File: src/rtl/alarm_pkg.sv
// alarm_pkg: shared types and timing constants for the alarm system blocks.
//   state_t       - pulse stretcher FSM encoding (IDLE / ON / OFF)
//   SYS_CLK_HZ    - nominal system clock frequency
//   BEEP_*_CYCLES - default buzzer beep on/off durations in clock cycles
//   ms_to_cycles  - converts a millisecond duration to clock cycles
package alarm_pkg;

  typedef enum logic [1:0] {
    ST_IDLE = 2'd0,
    ST_ON   = 2'd1,
    ST_OFF  = 2'd2
  } state_t;

  localparam int unsigned SYS_CLK_HZ  = 50_000_000;
  localparam int unsigned BEEP_ON_MS  = 100;
  localparam int unsigned BEEP_OFF_MS = 150;

  function automatic int unsigned ms_to_cycles(input int unsigned clk_hz,
                                               input int unsigned ms);
    return (clk_hz / 1000) * ms;
  endfunction

  localparam int unsigned BEEP_ON_CYCLES  = ms_to_cycles(SYS_CLK_HZ, BEEP_ON_MS);
  localparam int unsigned BEEP_OFF_CYCLES = ms_to_cycles(SYS_CLK_HZ, BEEP_OFF_MS);

endpackage

File: src/rtl/pulse_stretcher_if.sv
// pulse_stretcher_if: trigger/control and waveform status bundle.
//   i_trigger - single-cycle start pulse
//   i_count   - number of bursts (REP_W bits), sampled with i_trigger
//   i_abort   - stop immediately, no done pulse
//   o_level   - stretched waveform
//   o_busy    - sequence in progress
//   o_done    - one-cycle pulse after normal completion
// master: drives controls (system/testbench); slave: the stretcher.
interface pulse_stretcher_if #(
  parameter int unsigned REP_W = 4
);

  logic             i_trigger;
  logic [REP_W-1:0] i_count;
  logic             i_abort;
  logic             o_level;
  logic             o_busy;
  logic             o_done;

  modport master (
    output i_trigger, i_count, i_abort,
    input  o_level, o_busy, o_done
  );

  modport slave (
    input  i_trigger, i_count, i_abort,
    output o_level, o_busy, o_done
  );

endinterface

File: src/rtl/pulse_stretcher_duration_counter.sv
// duration_counter: loadable down-counter that stops at zero.
//   clk        - clock
//   rst        - synchronous active-high reset, clears the count
//   load       - load load_value this cycle (wins over counting)
//   load_value - value loaded on load
//   tc         - terminal count, high while the count is zero
module duration_counter #(
  parameter int unsigned CNT_W = 24
) (
  input  logic             clk,
  input  logic             rst,
  input  logic             load,
  input  logic [CNT_W-1:0] load_value,
  output logic             tc
);

  logic [CNT_W-1:0] cnt;

  always_ff @(posedge clk) begin
    if (rst) begin
      cnt <= '0;
    end else if (load) begin
      cnt <= load_value;
    end else if (cnt != '0) begin
      cnt <= cnt - {{(CNT_W-1){1'b0}}, 1'b1};
    end
  end

  assign tc = (cnt == '0);

endmodule

File: src/rtl/pulse_stretcher.sv
// pulse_stretcher: turns a single-cycle trigger into a burst waveform of
// i_count high periods (ON_CYCLES each) separated by low gaps (OFF_CYCLES).
//   i_clk - system clock
//   i_rst - synchronous active-high reset
//   bus   - pulse_stretcher_if slave: i_trigger, i_count, i_abort in;
//           o_level, o_busy, o_done out (all registered)
// Priority: reset > abort > trigger > normal counting.
module pulse_stretcher
  import alarm_pkg::*;
#(
  parameter int unsigned ON_CYCLES  = 3,
  parameter int unsigned OFF_CYCLES = 2,
  parameter int unsigned CNT_W      = 24,
  parameter int unsigned REP_W      = 4,
  parameter bit          RETRIGGER  = 1'b1
) (
  input logic               i_clk,
  input logic               i_rst,
  pulse_stretcher_if.slave  bus
);

  // The counter runs from N-1 down to 0, so a period lasts exactly N cycles
  // with the transition taken on the terminal-count cycle.
  localparam logic [CNT_W-1:0] ON_LOAD  = CNT_W'(ON_CYCLES - 1);
  localparam logic [CNT_W-1:0] OFF_LOAD = CNT_W'(OFF_CYCLES - 1);

  state_t           state, state_next;
  logic [REP_W-1:0] burst, burst_next;
  logic [REP_W-1:0] count_in;
  logic             count_nz;
  logic             start;
  logic             load;
  logic [CNT_W-1:0] load_value;
  logic             tc;
  logic             done_next;
  logic             level_q, busy_q, done_q;

  assign count_in = bus.i_count;
  assign count_nz = (count_in != '0);
  // Start from idle always; while busy only when retriggering is enabled.
  assign start    = bus.i_trigger && count_nz &&
                    ((state == ST_IDLE) || RETRIGGER);

  duration_counter #(
    .CNT_W (CNT_W)
  ) u_dur (
    .clk        (i_clk),
    .rst        (i_rst),
    .load       (load),
    .load_value (load_value),
    .tc         (tc)
  );

  always_comb begin
    state_next = state;
    burst_next = burst;
    load       = 1'b0;
    load_value = ON_LOAD;
    done_next  = 1'b0;
    if (bus.i_abort) begin
      state_next = ST_IDLE;
      burst_next = '0;
    end else if (start) begin
      state_next = ST_ON;
      burst_next = count_in;
      load       = 1'b1;
      load_value = ON_LOAD;
    end else begin
      unique case (state)
        ST_ON: begin
          if (tc) begin
            if (burst > REP_W'(1)) begin
              burst_next = burst - REP_W'(1);
              state_next = ST_OFF;
              load       = 1'b1;
              load_value = OFF_LOAD;
            end else begin
              burst_next = '0;
              state_next = ST_IDLE;
              done_next  = 1'b1;
            end
          end
        end
        ST_OFF: begin
          if (tc) begin
            state_next = ST_ON;
            load       = 1'b1;
            load_value = ON_LOAD;
          end
        end
        default: begin
          state_next = ST_IDLE;
        end
      endcase
    end
  end

  // Outputs are registered from the next state so they line up with the
  // state register instead of lagging it by a cycle.
  always_ff @(posedge i_clk) begin
    if (i_rst) begin
      state   <= ST_IDLE;
      burst   <= '0;
      level_q <= 1'b0;
      busy_q  <= 1'b0;
      done_q  <= 1'b0;
    end else begin
      state   <= state_next;
      burst   <= burst_next;
      level_q <= (state_next == ST_ON);
      busy_q  <= (state_next != ST_IDLE);
      done_q  <= done_next;
    end
  end

  assign bus.o_level = level_q;
  assign bus.o_busy  = busy_q;
  assign bus.o_done  = done_q;

endmodule

File: src/flat_wrapper.sv
// flat-port wrapper written by rule: the top's interface ports become plain ports
module pulse_stretcher_flat import alarm_pkg::*;
#(
  parameter int unsigned ON_CYCLES  = 3,
  parameter int unsigned OFF_CYCLES = 2,
  parameter int unsigned CNT_W      = 24,
  parameter int unsigned REP_W      = 4,
  parameter bit          RETRIGGER  = 1'b1
)
  (i_clk, i_rst, bus_i_trigger, bus_i_count, bus_i_abort, bus_o_level, bus_o_busy, bus_o_done);
  pulse_stretcher_if #(.REP_W(REP_W)) bus_i ();
  input logic i_clk;
  input logic i_rst;
  input wire logic [$bits(bus_i.i_trigger)-1:0] bus_i_trigger;
  input wire logic [$bits(bus_i.i_count)-1:0] bus_i_count;
  input wire logic [$bits(bus_i.i_abort)-1:0] bus_i_abort;
  output wire logic [$bits(bus_i.o_level)-1:0] bus_o_level;
  output wire logic [$bits(bus_i.o_busy)-1:0] bus_o_busy;
  output wire logic [$bits(bus_i.o_done)-1:0] bus_o_done;
  assign bus_i.i_trigger = bus_i_trigger;
  assign bus_i.i_count = bus_i_count;
  assign bus_i.i_abort = bus_i_abort;
  assign bus_o_level = bus_i.o_level;
  assign bus_o_busy = bus_i.o_busy;
  assign bus_o_done = bus_i.o_done;
  pulse_stretcher #(.ON_CYCLES(ON_CYCLES), .OFF_CYCLES(OFF_CYCLES), .CNT_W(CNT_W), .REP_W(REP_W), .RETRIGGER(RETRIGGER)) u_core (.i_clk(i_clk), .i_rst(i_rst), .bus(bus_i));
endmodule
File: config.mk
export PLATFORM = sky130hd
export DESIGN_NAME = pulse_stretcher_flat
export DESIGN_NICKNAME = d
export VERILOG_FILES = /design/src/rtl/alarm_pkg.sv /design/src/rtl/pulse_stretcher_if.sv /design/src/rtl/pulse_stretcher_duration_counter.sv /design/src/rtl/pulse_stretcher.sv /design/src/flat_wrapper.sv
export SDC_FILE = /design/constraint.sdc
export NUM_CORES = 1
export LEC_CHECK = 0
export CELL_PAD_IN_SITES_DETAIL_PLACEMENT = 0
export CELL_PAD_IN_SITES_GLOBAL_PLACEMENT = 1
export CORE_MARGIN = 3
export CORE_UTILIZATION = 47
export DETAILED_ROUTE_END_ITERATION = 10
export PLACE_DENSITY = 0.88
export SKIP_LAST_GASP = 1
export SLEW_MARGIN = 20
export SYNTH_ARGS = -nofsm -noshare
export SYNTH_HDL_FRONTEND = slang
export SYNTH_SLANG_ARGS = --single-unit
File: constraint.sdc
create_clock -name i_clk -period 7 [get_ports i_clk]
set_input_delay 0.7 -clock i_clk [delete_from_list [all_inputs] [get_ports i_clk]]
set_output_delay 0.7 -clock i_clk [all_outputs]
set_load 0.1 [all_outputs]
==> reports/metrics.csv <==
metric,value,unit
FF-to-FF Start,u_core.u_dur.cnt[0],
Register Area,661,sq um
via count,1664,
nets,240,
gate count after technology mapping,218,
Setup crit end kind,flop,
Crit Path Max Fanout,6,
Synthesized Nets,231,
initial antenna violation count,0,
CORE AREA,3490,sq um
Hold Crit Start,u_core.u_dur.cnt[11],
area share of fa/ha/maj cells after synthesis,0.0350,
Initial Util,0.512,
sequential share of power,0.276,
Worst Hold End,u_core.u_dur.cnt[11],
startpoint type of the worst setup path,flop,
measured slew at the worst slew-check pin,0.968,ns
die height,67.7,microns
run status,finished clean,
fill count,321,
worst vdd ir,0.000272,V
Yosys top cell area share,0.369,
count of cell types in the netlist,47,
Slowest cell on crit path,nor4_1,
Final Skew,0.00306,ns
first-pass GRT wire length,7350,microns
Pre-antenna DRT Iters,4,
die area,4580,sq um
achievable clock frequency,334,MHz
worst rel slew slack,0.353,
"reg-to-reg slack, setup",4.01,ns
asr flop ratio synth,0,
ranking of synthesized cells by area,"dfxtp_1 (37%), nor2_1 (6.1%), or4_1 (5.0%)",
root buffer cell,clkbuf_8,
worst-path cell chain,inv_1 > ha_1 > or4b_2 > nor4_1 > nand3_1 > or3_1 > a31oi_1,
hold buffers post-CTS,0,
Synth Area in Compound Gates,0.195,
# Max-Cap Violations,0,
Worst Hold Depth,2,
mux contribution to synthesized area,0.00560,
combinational family with the most area after synthesis,simple AND/OR/NAND/NOR gates,
P_int,0.000583,W
I/O Pins,11,
sw frac,0.475,
ant diodes,0,
area share of and/or/nand/nor cells after synthesis,0.307,
"count leader, synth",dfxtp_1,
Synth area leader,dfxtp_1,
largest net degree at the start of global routing,23,
Commonest cells post-synth,"dfxtp_1 (33), nor2_1 (29), a21oi_1 (17), or4_1 (12), o21ai_0 (11)",
register bit count reported by yosys,33,
wire per inst,15.5,microns
Max Slew Vio Count,0,
Gate power share,0.600,
Switch Pwr,0.000527,W
CTS max path bufs,2,
fin crit period,2.99,ns
hpwl dp,3090,microns
RD Place Congestion,0.888,
Clk pwr share,0.124,
XOR/XNOR share of the synthesized area,0.0490,
"Seq/Total Area, Yosys",0.369,
Syn Std Cell Area,1790,sq um
Rows,21,
final hold vios,0,
Die Width,67.7,microns
Post CTS Setup Buffer Count,0,
WP data arrival,3.21,ns
post-cts gate resize count,0,
Mapped Avg Cell Area,8.20,sq um
r2r endpoint,u_core.burst[0],
"Period Utilization, post-route",0.427,
setup violators final,0,
unrepaired setup endpoints after global routing,no,
CTS tree,done,
clk sinks,33,
GRT Total Usage,0.213,
required time of the critical path,7.22,ns
area occupied by multi-input gates,1060,sq um
gr ovfl total,0,
synthesis warning total,0,
Hold Crit Class,reg -> reg,
DRT Wirelength,4250,microns
CTS Buf Count,5,
DRT antenna net count,0,
Worst Setup Path Type,reg -> reg,
clock slew at reported path FFs,0.06,ns
Layout area overhead,12.1,%
number of global-route vias before repair,1594,
layout cells sized above 1,0.101,
hold slack,0.483,ns
H-Tree Depth,2,
static leakage,0.743,nW
DR vias/cell,6.07,
predominant post-synthesis flop cell,dfxtp_1,
power per cell area,554,nW/um^2
Post-synth EDFFs,0,
"slowest stage delay, CP",0.79,ns
DRT iter0 DRCs,141,
input/output buffers,10,
drc violations,0,
R2R depth,7,
clk_lat worst skew,0.29,ns
setup_tns,0,ns
[registers in the layout, indices dropped and copies added (netlist names)]
| register | count |
|---|---|
| u_core.u_dur.cnt | 24 |
| u_core.bus.o_busy | 1 |
| u_core.bus.o_done | 1 |
| u_core.bus.o_level | 1 |
| u_core.state | 2 |
| u_core.burst | 4 |
[stage by stage]
stage                     std cells  worst slack, ns  total power [W]  utilization  instance area [sq um]
after global routing            274             3.73          0.00120        0.574                   2000
after detailed placement        266             4.04         0.000963        0.551                   1920
after floorplan                 218             4.45         0.000824            -                   1790
final                           274             4.01          0.00111        0.574                   2000
after global placement          266             4.16         0.000944        0.551                   1920
after CTS                       274             4.03          0.00110        0.574                   2000
[how the worst max path moves through the flow]
stage	endpoint	cells after the start	from	slack (ns)
floorplan	u_core.bus.o_level	7	u_core.u_dur.cnt[0]	4.45
global placement	u_core.bus.o_level	7	u_core.u_dur.cnt[0]	4.16
detailed placement	u_core.burst[0]	7	u_core.u_dur.cnt[0]	4.04
CTS	u_core.burst[0]	7	u_core.u_dur.cnt[0]	4.03
global route	u_core.burst[0]	7	u_core.u_dur.cnt[0]	3.73
finish	u_core.burst[0]	7	u_core.u_dur.cnt[0]	4.01
[cell usage in the layout, fill, tap and decap left out, types with 3 or more instances in the layout]
cell,instances
nand2_1,8
inv_1,7
nand3_1,5
clkbuf_1,3
nor2_1,29
o31ai_1,5
nand4b_1,3
ha_1,5
or2_2,6
nor3_1,8
nor4_1,4
xor2_1,8
buf_4,3
clkbuf_8,5
a21oi_1,17
o21ai_0,11
a31oi_1,3
or3_2,3
clkdlybuf4s50_1,10
or4_1,12
dfxtp_1,33
or3_1,4
[power groups by stage]
stage               Combinational, W  Sequential [W]  Clock [W]
floorplan                   0.000531        0.000292          0
global placement            0.000640        0.000304          0
detailed placement          0.000654        0.000309          0
CTS                         0.000657        0.000305   0.000141
global route                0.000735        0.000317   0.000151
finish                      0.000666        0.000306   0.000138
[kinds of logic after synthesis]
kind of cell / after synthesis
AOI/OAI and AO/OA: 54
xor gates and xnor gates: 10
adders and majority gates: 5
buffers and inverters: 18
DFF: 33
muxes: 1
and+or+nand+nor: 97
[critical path: cells and delay by family (launching register included)]
| kind | cells | cell delay [ns] |
|---|---|---|
| compound gates | 1 | 0.16 |
| fa+ha+maj | 1 | 0.21 |
| buf+inv | 1 | 0.08 |
| flops | 1 | 0.33 |
| simple gates | 4 | 2.14 |
[layer usage]
layer / global-route usage / wire length (microns) / vias up
met1: 0.293 / 2030 / 773
li1: - / - / 834
met2: 0.323 / 1920 / 50
met5: 0 / 0 / -
met4: 0.0911 / 80 / 0
met3: 0.0399 / 223 / 7
[cell type report]
| type | instances | share of cell area |
|---|---|---|
| Inverter | 7 | 0.0131 |
| Timing Repair Buffer | 13 | 0.0612 |
| Multi-Input combinational cell | 167 | 0.527 |
| Clock buffer | 8 | 0.0400 |
| Sequential cell | 33 | 0.330 |
| Tap cell | 46 | 0.0287 |
No activity file was read; power rests on OpenSTA's default activity.
